--- src/rtl/regfile_pkg.sv ---
// ---------------------------------------------------------------------------
// regfile_pkg
//   Shared definitions for the register-file writeback arbiter slice.
//   AW / DW    : default register address / data widths
//   NREG       : number of architectural registers (2**AW)
//   wb_req_t   : one writeback request (destination register + value)
//   rr_ptr_e   : round-robin pointer, names the source favoured on contention
// ---------------------------------------------------------------------------
package regfile_pkg;

    localparam int unsigned AW   = 5;
    localparam int unsigned DW   = 32;
    localparam int unsigned NREG = 2 ** AW;

    typedef struct packed {
        logic [AW-1:0] addr;
        logic [DW-1:0] data;
    } wb_req_t;

    typedef enum logic {
        FAV_S0 = 1'b0,
        FAV_S1 = 1'b1
    } rr_ptr_e;

endpackage

--- src/rtl/regfile_wb_arb_rr_arb2.sv ---
// ---------------------------------------------------------------------------
// rr_arb2
//   Two-input round-robin arbiter. At most one grant per cycle; a lone
//   requester is always granted; on contention the source that was not
//   granted most recently wins. The pointer moves only when a grant is made.
//   clk   : clock
//   rst   : asynchronous active-high reset (pointer favours source 0)
//   req   : request per source, bit n = source n
//   grant : one-hot (or zero) grant, combinational from req and pointer
// ---------------------------------------------------------------------------
module rr_arb2
    import regfile_pkg::*;
(
    input  logic       clk,
    input  logic       rst,
    input  logic [1:0] req,
    output logic [1:0] grant
);

    rr_ptr_e ptr_q;
    rr_ptr_e ptr_d;

    always_ff @(posedge clk or posedge rst) begin
        if (rst) begin
            ptr_q <= FAV_S0;
        end else begin
            ptr_q <= ptr_d;
        end
    end

    always_comb begin
        grant = 2'b00;
        unique case (req)
            2'b01:   grant = 2'b01;
            2'b10:   grant = 2'b10;
            2'b11:   grant = (ptr_q == FAV_S0) ? 2'b01 : 2'b10;
            default: grant = 2'b00;
        endcase
    end

    // After a grant, favour the other source; hold when nobody was granted.
    always_comb begin
        ptr_d = ptr_q;
        if (grant[0]) begin
            ptr_d = FAV_S1;
        end else if (grant[1]) begin
            ptr_d = FAV_S0;
        end
    end

endmodule

--- src/rtl/regfile_wb_arb.sv ---
// ---------------------------------------------------------------------------
// regfile_wb_arb
//   Arbitrates two writeback sources (ALU, load unit) onto one register-file
//   write port and keeps a pending-write scoreboard for decode hazard checks.
//   clk, rst                    : clock, asynchronous active-high reset
//   s0_valid/ready/addr/data    : writeback source 0 (ALU) handshake + payload
//   s1_valid/ready/addr/data    : writeback source 1 (load unit)
//   rf_we/rf_waddr/rf_wdata     : registered register-file write port
//   rsv_valid/rsv_addr          : issue-stage reservation of a destination
//   q1_addr/q2_addr             : hazard query addresses (decode reads)
//   q1_busy/q2_busy             : pending write to the queried register
// ---------------------------------------------------------------------------
module regfile_wb_arb #(
    parameter int unsigned AW = regfile_pkg::AW,
    parameter int unsigned DW = regfile_pkg::DW
) (
    input  logic          clk,
    input  logic          rst,
    input  logic          s0_valid,
    output logic          s0_ready,
    input  logic [AW-1:0] s0_addr,
    input  logic [DW-1:0] s0_data,
    input  logic          s1_valid,
    output logic          s1_ready,
    input  logic [AW-1:0] s1_addr,
    input  logic [DW-1:0] s1_data,
    output logic          rf_we,
    output logic [AW-1:0] rf_waddr,
    output logic [DW-1:0] rf_wdata,
    input  logic          rsv_valid,
    input  logic [AW-1:0] rsv_addr,
    input  logic [AW-1:0] q1_addr,
    input  logic [AW-1:0] q2_addr,
    output logic          q1_busy,
    output logic          q2_busy
);

    localparam int unsigned NREG = 2 ** AW;

    typedef struct packed {
        logic [AW-1:0] addr;
        logic [DW-1:0] data;
    } wb_sel_t;

    logic [1:0]      req;
    logic [1:0]      grant;
    wb_sel_t         sel;

    logic            we_q,    we_d;
    logic [AW-1:0]   waddr_q, waddr_d;
    logic [DW-1:0]   wdata_q, wdata_d;
    logic [NREG-1:0] busy_q,  busy_d;

    // Requests are masked during reset so neither ready can rise and an
    // in-flight transfer cannot be captured.
    assign req = {s1_valid, s0_valid} & {2{~rst}};

    rr_arb2 u_arb (
        .clk   (clk),
        .rst   (rst),
        .req   (req),
        .grant (grant)
    );

    assign s0_ready = grant[0];
    assign s1_ready = grant[1];

    always_comb begin
        sel.addr = s0_addr;
        sel.data = s0_data;
        if (grant[1]) begin
            sel.addr = s1_addr;
            sel.data = s1_data;
        end
    end

    // A transfer to x0 is accepted but produces no write; the port keeps
    // its last real address/data in that case as on idle cycles.
    always_comb begin
        we_d    = (grant != 2'b00) && (sel.addr != '0);
        waddr_d = waddr_q;
        wdata_d = wdata_q;
        if (we_d) begin
            waddr_d = sel.addr;
            wdata_d = sel.data;
        end
    end

    // Clear first, then set: a reservation colliding with the completing
    // write to the same register leaves the bit set.
    always_comb begin
        busy_d = busy_q;
        if (we_q) begin
            busy_d[waddr_q] = 1'b0;
        end
        if (rsv_valid && (rsv_addr != '0)) begin
            busy_d[rsv_addr] = 1'b1;
        end
    end

    always_ff @(posedge clk or posedge rst) begin
        if (rst) begin
            we_q    <= 1'b0;
            waddr_q <= '0;
            wdata_q <= '0;
            busy_q  <= '0;
        end else begin
            we_q    <= we_d;
            waddr_q <= waddr_d;
            wdata_q <= wdata_d;
            busy_q  <= busy_d;
        end
    end

    assign rf_we    = we_q;
    assign rf_waddr = waddr_q;
    assign rf_wdata = wdata_q;

    // The write landing this cycle is bypassed by the register file, so it
    // no longer counts as a hazard.
    assign q1_busy = (q1_addr != '0) && busy_q[q1_addr] &&
                     !(we_q && (waddr_q == q1_addr));
    assign q2_busy = (q2_addr != '0) && busy_q[q2_addr] &&
                     !(we_q && (waddr_q == q2_addr));

endmodule

--- config.mk ---
export PLATFORM = sky130hd
export DESIGN_NAME = regfile_wb_arb
export DESIGN_NICKNAME = d
export VERILOG_FILES = /design/src/rtl/regfile_pkg.sv /design/src/rtl/regfile_wb_arb_rr_arb2.sv /design/src/rtl/regfile_wb_arb.sv
export SDC_FILE = /design/constraint.sdc
export NUM_CORES = 1
export LEC_CHECK = 0
export ABC_AREA = 1
export BUFFER_PORTS_ARGS = -buffer_cell sky130_fd_sc_hd__buf_4
export CORE_AREA = 2 2 104 106
export CTS_CLUSTER_SIZE = 28
export DETAILED_ROUTE_END_ITERATION = 10
export DIE_AREA = 0 0 106 108
export GPL_TIMING_DRIVEN = 0
export PLACE_DENSITY = 0.67
export SYNTH_ARGS = -nofsm -noshare
export SYNTH_HDL_FRONTEND = slang
export SYNTH_HIERARCHICAL = 1
export SYNTH_SLANG_ARGS = --single-unit
--- constraint.sdc ---
create_clock -name clk -period 6.5 [get_ports clk]
set_input_delay 0.975 -clock clk [delete_from_list [all_inputs] [get_ports clk]]
set_output_delay 0.975 -clock clk [all_outputs]
set_load 0.1 [all_outputs]
# Word-level counts from Yosys, hierarchy flattened
# Cells that the tools add are included.
totals:
  regBits: 71
  inputBits: 94
  output_inout_bits: 42
  word_cells: 53
classes:
  bitwise: 5
  eq_ne: 5
  n_reduce_logical: 17
  order_cmp: 6
  mux: 15
ops:
  columns: ["op", "n"]
  rows:
  - ["32-bit two-way mux", 2]
  - ["37-bit two-way mux", 1]
  - ["32-bit AND", 1]
  - ["32-bit inverter", 1]
  - ["32-bit OR", 1]
  - ["5-bit by 6-bit < comparator with 1-bit output, second input constant", 4]
  - ["5-bit nonzero test", 4]
  - ["1-bit binary-select mux with 5-bit select", 2]
  - ["1-bit demux with 5-bit select", 2]
  - ["5-bit equality test", 2]
  - ["5-bit by 1-bit >= comparator with 1-bit output, second input constant", 2]
  - ["1-bit logical AND", 10]
  - ["1-bit two-way mux", 6]
  - ["2-bit one-hot mux with 3 select lines", 1]
  - ["2-bit equality test, second input constant", 2]
  - ["2-bit AND", 1]
  - ["2-bit by 1-bit equality test with 1-bit output, second input constant", 1]
  - ["1-bit zero test", 2]
  - ["2-bit two-way mux", 1]
  - ["2-bit nonzero test", 1]
  - ["1-bit inverter", 1]

# Longest topological paths before layout
depth:
  ltp_word: 9
  mapped_depth: 15

# Cells and area by module
# The synthesis kept the hierarchy.
modules_own_cells:
  columns: ["mod", "area_per_inst_um2", "cells_each", "n_inst"]
  rows:
  - ["regfile_wb_arb", 4166.5, 570, 1]
  - ["rr_arb2", 75.1, 13, 1]

# Worst setup path after synthesis
# Ideal clock, no wire load.
synth_path:
  path_type: "in2out"
  start: "in q2_addr[0]"
  end: "out q2_busy"
  t_arrival_ns: 3.148
  stages: 9
  path_slack_ns: 2.377
  n_path_buf: 2
  cell_sequence: "buf_2 > buf_2 > nand2_1 > nand3_1 > nand3_1 > nand3_1 > nand2_1 > nand2_1 > a21oi_1"
synth_between:
  elab_chain_len: 4
  elab_cells_between_ends: 8
synth_lines:
  columns: ["element", "line_no", "text"]
  rows:
  - ["from (decl)", "regfile_wb_arb.sv:33", "input logic [AW-1:0] q2_addr,"]
  - ["1-bit binary-select mux with 5-bit select / 5-bit equality test (equally long branches)", "regfile_wb_arb.sv:123, regfile_wb_arb.sv:124", null]
  - ["1-bit two-way mux (implied by the code) / 1-bit logical AND (equally long branches)", "regfile_wb_arb.sv:123, regfile_wb_arb.sv:124", null]
  - ["1-bit logical AND / 1-bit zero test (equally long branches)", "regfile_wb_arb.sv:123, regfile_wb_arb.sv:124", null]
  - ["1-bit logical AND *", "regfile_wb_arb.sv:123", "assign q2_busy = (q2_addr != '0) && busy_q[q2_addr] &&"]
  - ["to (decl)", "regfile_wb_arb.sv:35", "output logic q2_busy"]
# Every way passes the cells marked *; elsewhere a longest branch is shown, timed or not. The select of a mux whose other input is x is not followed.

# Worst setup path after layout
layout_path:
  start: "in q1_addr[0]"
  end: "out q1_busy"
layout_between:
  elab_chain_len: 4
  elab_cells_between_ends: 8
layout_lines:
  columns: ["element", "line_no", "text"]
  rows:
  - ["from (decl)", "regfile_wb_arb.sv:32", "input logic [AW-1:0] q1_addr,"]
  - ["1-bit binary-select mux with 5-bit select / 5-bit equality test (equally long branches)", "regfile_wb_arb.sv:121, regfile_wb_arb.sv:122", null]
  - ["1-bit two-way mux (implied by the code) / 1-bit logical AND (equally long branches)", "regfile_wb_arb.sv:121, regfile_wb_arb.sv:122", null]
  - ["1-bit logical AND / 1-bit zero test (equally long branches)", "regfile_wb_arb.sv:121, regfile_wb_arb.sv:122", null]
  - ["1-bit logical AND *", "regfile_wb_arb.sv:121", "assign q1_busy = (q1_addr != '0) && busy_q[q1_addr] &&"]
  - ["to (decl)", "regfile_wb_arb.sv:34", "output logic q1_busy,"]
# Marks and branches as above.

==> flow_metrics.env <==
export IMPL_antenna_found_initial=0
export IMPL_synth_seq_cells=71
export IMPL_period_share_pct=53.26
export IMPL_outcome="finished clean"
export IMPL_htreeDepth=3
export IMPL_grt_util_met2_pct=35.99
export IMPL_drt_iter0_drc=315
export IMPL_core_um2=10230
export IMPL_place_congestion=0.8935
export IMPL_grt_setup_unrepaired="no"
export IMPL_die_area_um2=11450
export IMPL_synth_top_cells_by_area="dfrtp_1, nand2_1, mux2_2, o21ai_0, nand3_1"
export IMPL_final_util_pct=54.95
export IMPL_syn_to_final_growth_pct=32.54
export IMPL_yosys_cell_types_count=28
export IMPL_synthXorXnorAreaFrac_pct=0.2065
export IMPL_yosys_area_top_type="dfrtp_1"
export IMPL_synth_top_area_share_pct=41.89
export IMPL_gr_usage_met1_pct=29.35
export IMPL_timing_hold_ws_ps=482.0
export IMPL_ys_warn_count=6
export IMPL_internal_power_mw=1.042
export IMPL_cp_required_ps=5520
export IMPL_crit_chain="buf_4, inv_1, clkbuf_1, nand2_1, nand3_1, nand2_1, nand2_1, nand2_1, inv_1, nand2_1, nand2_1, a21oi_1, buf_4"
export IMPL_wl_um=12440
export IMPL_cts_buffers_inserted=9
export IMPL_rows=37
export IMPL_fill_cells=960
export IMPL_grt_max_degree=71
export IMPL_clkPwrFrac_pct=17.2
export IMPL_multiInputGateArea_um2=2076
export IMPL_yosys_top_cells_count="nand2_1, dfrtp_1, inv_1"
export IMPL_critPathMaxFanout=10
export IMPL_critPathLaunchType="input port"
export IMPL_synth_simple_area_share_pct=28.53
export IMPL_post_cts_buffers=0
export IMPL_cpMostUsedCell="nand2_1"
export IMPL_post_route_min_period_ps=3462
export IMPL_grt_pass1_wl_um=20120
export IMPL_viasPerCell=5.041
export IMPL_clk_pin_slew_ps=90
export IMPL_root_buffer="clkbuf_8"
export IMPL_critPathSlowestCell="clkbuf_1"
export IMPL_sw_frac_of_total_pct=50.12
export IMPL_clockBufferDepth=2
export IMPL_diodes=0
export IMPL_synth_cells=583
export IMPL_maxCapViolations=0
export IMPL_finalMaxSlewViolations=0
export IMPL_synth_edf_count=0
export IMPL_seq_area_um2=1777
export IMPL_synth_area_um2=4242
export IMPL_yosysSeqAreaShare_pct=41.89
export IMPL_instances_no_fill=869
export IMPL_ys_flop_type="dfrtp_1"
export IMPL_p_leak_nw=2.924
export IMPL_drc=0
export IMPL_finalSetupViolations=0
export IMPL_drtPass1Iterations=5
export IMPL_grt_overflow=0
export IMPL_grt_pass1_vias=4200
export IMPL_dpl_hpwl_um=9601
export IMPL_wl_per_cell_um=14.32
export IMPL_cts_resized=0
export IMPL_syn_num_nets=677
export IMPL_finClkSkew_ps=14.55
export IMPL_vias=4381
export IMPL_end_kind="output port"
export IMPL_grtUsageMet3_pct=4.943
export IMPL_dp_slack_ps=3052
export IMPL_nNetsFinal=822
export IMPL_setup_tns_ps=0
export IMPL_min_path_type="flop to flop"
export IMPL_yosysMostFrequentCell="nand2_1"
export IMPL_clkLatencyLatePin_ps=350
export IMPL_layout_setup_ws_ps=3038
export IMPL_cts_tree="done"
export IMPL_start_util_pct=41.46
export IMPL_synthArstFlopShare_pct=100.0
export IMPL_relSlewSlack_pct=43.26
export IMPL_top_usage_layer="met2"
export IMPL_sequentialPowerShare_pct=33.1
export IMPL_postSynthAreaPerCell_um2=7.275
export IMPL_combinationalPowerShare_pct=49.7
export IMPL_grt_usage_pct=22.18
export IMPL_io_pins=136
export IMPL_antenna_left=0
export IMPL_dp_cells=853
export IMPL_drive_above_1_share_pct=28.24
export IMPL_dieHeight_um=108
export IMPL_synth_compound_area_share_pct=11.47
export IMPL_clock_fmax_mhz=288.9
export IMPL_slowest_delay_ps=410
export IMPL_die_w_um=106
export IMPL_timing_final_hold_violations=0
export IMPL_max_slew_worst_pin_slew_ps=851.2
export IMPL_synth_adder_area_share_pct=0
export IMPL_cts_hold_buf=0
export IMPL_io_buffer_count=134
export IMPL_p_sw_mw=1.048
export IMPL_ir_drop_uv=196.2
export IMPL_synth_top_family_by_area="simple AND/OR/NAND/NOR gates"
export IMPL_pwr_density_cell_nw_per_um2=371.8
export IMPL_worstPathArrival_ps=2490
export IMPL_cts_sinks=71
export IMPL_criticalPathCategory="input port to output port"
export IMPL_muxShareOfSynthArea_pct=8.732
==> layer usage <==
metal	up-vias	part of all wire, %	wire (um)
met3	27	7.6	944
met1	2017	43	5363
met4	0	1.9	233
met5	-	0	0
li1	2161	-	-
met2	176	47	5901
==> final cells by class <==
type / instances / share of cell area, %
Clock buffer: 9 / 2.203
Multi-Input combinational cell: 420 / 36.92
Tap cell: 136 / 3.027
Sequential cell: 71 / 31.60
Timing Repair Buffer: 134 / 17.89
Clock inverter: 7 / 1.380
Buffer: 21 / 2.181
Inverter: 71 / 4.785
==> cells by family (layout without fill, tap and decap cells) <==
| kind of cell | count (synthesis) | after routing |
|---|---|---|
| AND/OR/NAND/NOR | 298 | 298 |
| XOR/XNOR | 1 | 1 |
| flip-flops | 71 | 71 |
| AO/OA/AOI/OAI | 88 | 88 |
| multiplexers | 33 | 33 |
| buffers and inverters | 92 | 242 |
==> final timing paths <==
kind	start	endpoint	slack, ps	depth (start not counted)
setup / recovery	q1_addr[0]	q1_busy	3040	13
hold / removal	rf_wdata[23]	rf_wdata[23]	480	2
setup reg to reg	u_arb/ptr_q	rf_wdata[18]	4550	10
hold reg to reg	rf_wdata[23]	rf_wdata[23]	480	2
max in group asynchronous	rst	busy_q[26]	5120	2
min in group asynchronous	rst	u_arb/ptr_q	490	2
==> critical path, delay by kind of cell <==
family / cells / cell delay [ps]
and+or+nand+nor: 7 / 450
buffers and inverters: 5 / 1000
AOI/OAI and AO/OA: 1 / 60
==> through the flow <==
stage	cell area [um^2]	total power [mW]
floorplan	4242	1.447
global placement	5418	1.711
detailed placement	5420	1.731
CTS	5622	2.093
global route	5622	2.213
finish	5622	2.090
==> power by group through the flow <==
stage	Clock, mW	Sequential, mW	Combinational (mW)
CTS	0.366	0.688	1.04
detailed placement	0	0.694	1.04
global placement	0	0.689	1.02
floorplan	0	1.06	0.387
global route	0.382	0.710	1.12
finish	0.360	0.691	1.04
==> sequential cells by signal, summed over array words and instances, names as in the netlist <==
signal / cells
u_arb/ptr_q: 1
busy_q: 32
rf_we: 1
rf_wdata: 32
rf_waddr: 5
==> layout by cell type, fill, tap and decap left out, drive strengths merged <==
| cell type | n |
|---|---|
| nand3 | 55 |
| a21oi | 6 |
| xnor2 | 1 |
| mux2i | 1 |
| bufinv | 1 |
| nand4 | 1 |
| o21ai | 73 |
| nor2 | 14 |
| clkinvlp | 1 |
| mux2 | 32 |
| inv | 73 |
| o22ai | 1 |
| clkbuf | 13 |
| nor4 | 1 |
| buf | 151 |
| nand2 | 217 |
| clkinv | 3 |
| o221ai | 1 |
| o31ai | 1 |
| o211ai | 4 |
| a31oi | 2 |
| nor3 | 10 |
| dfrtp | 71 |
Note: power is estimated with default switching activity, not from simulation.
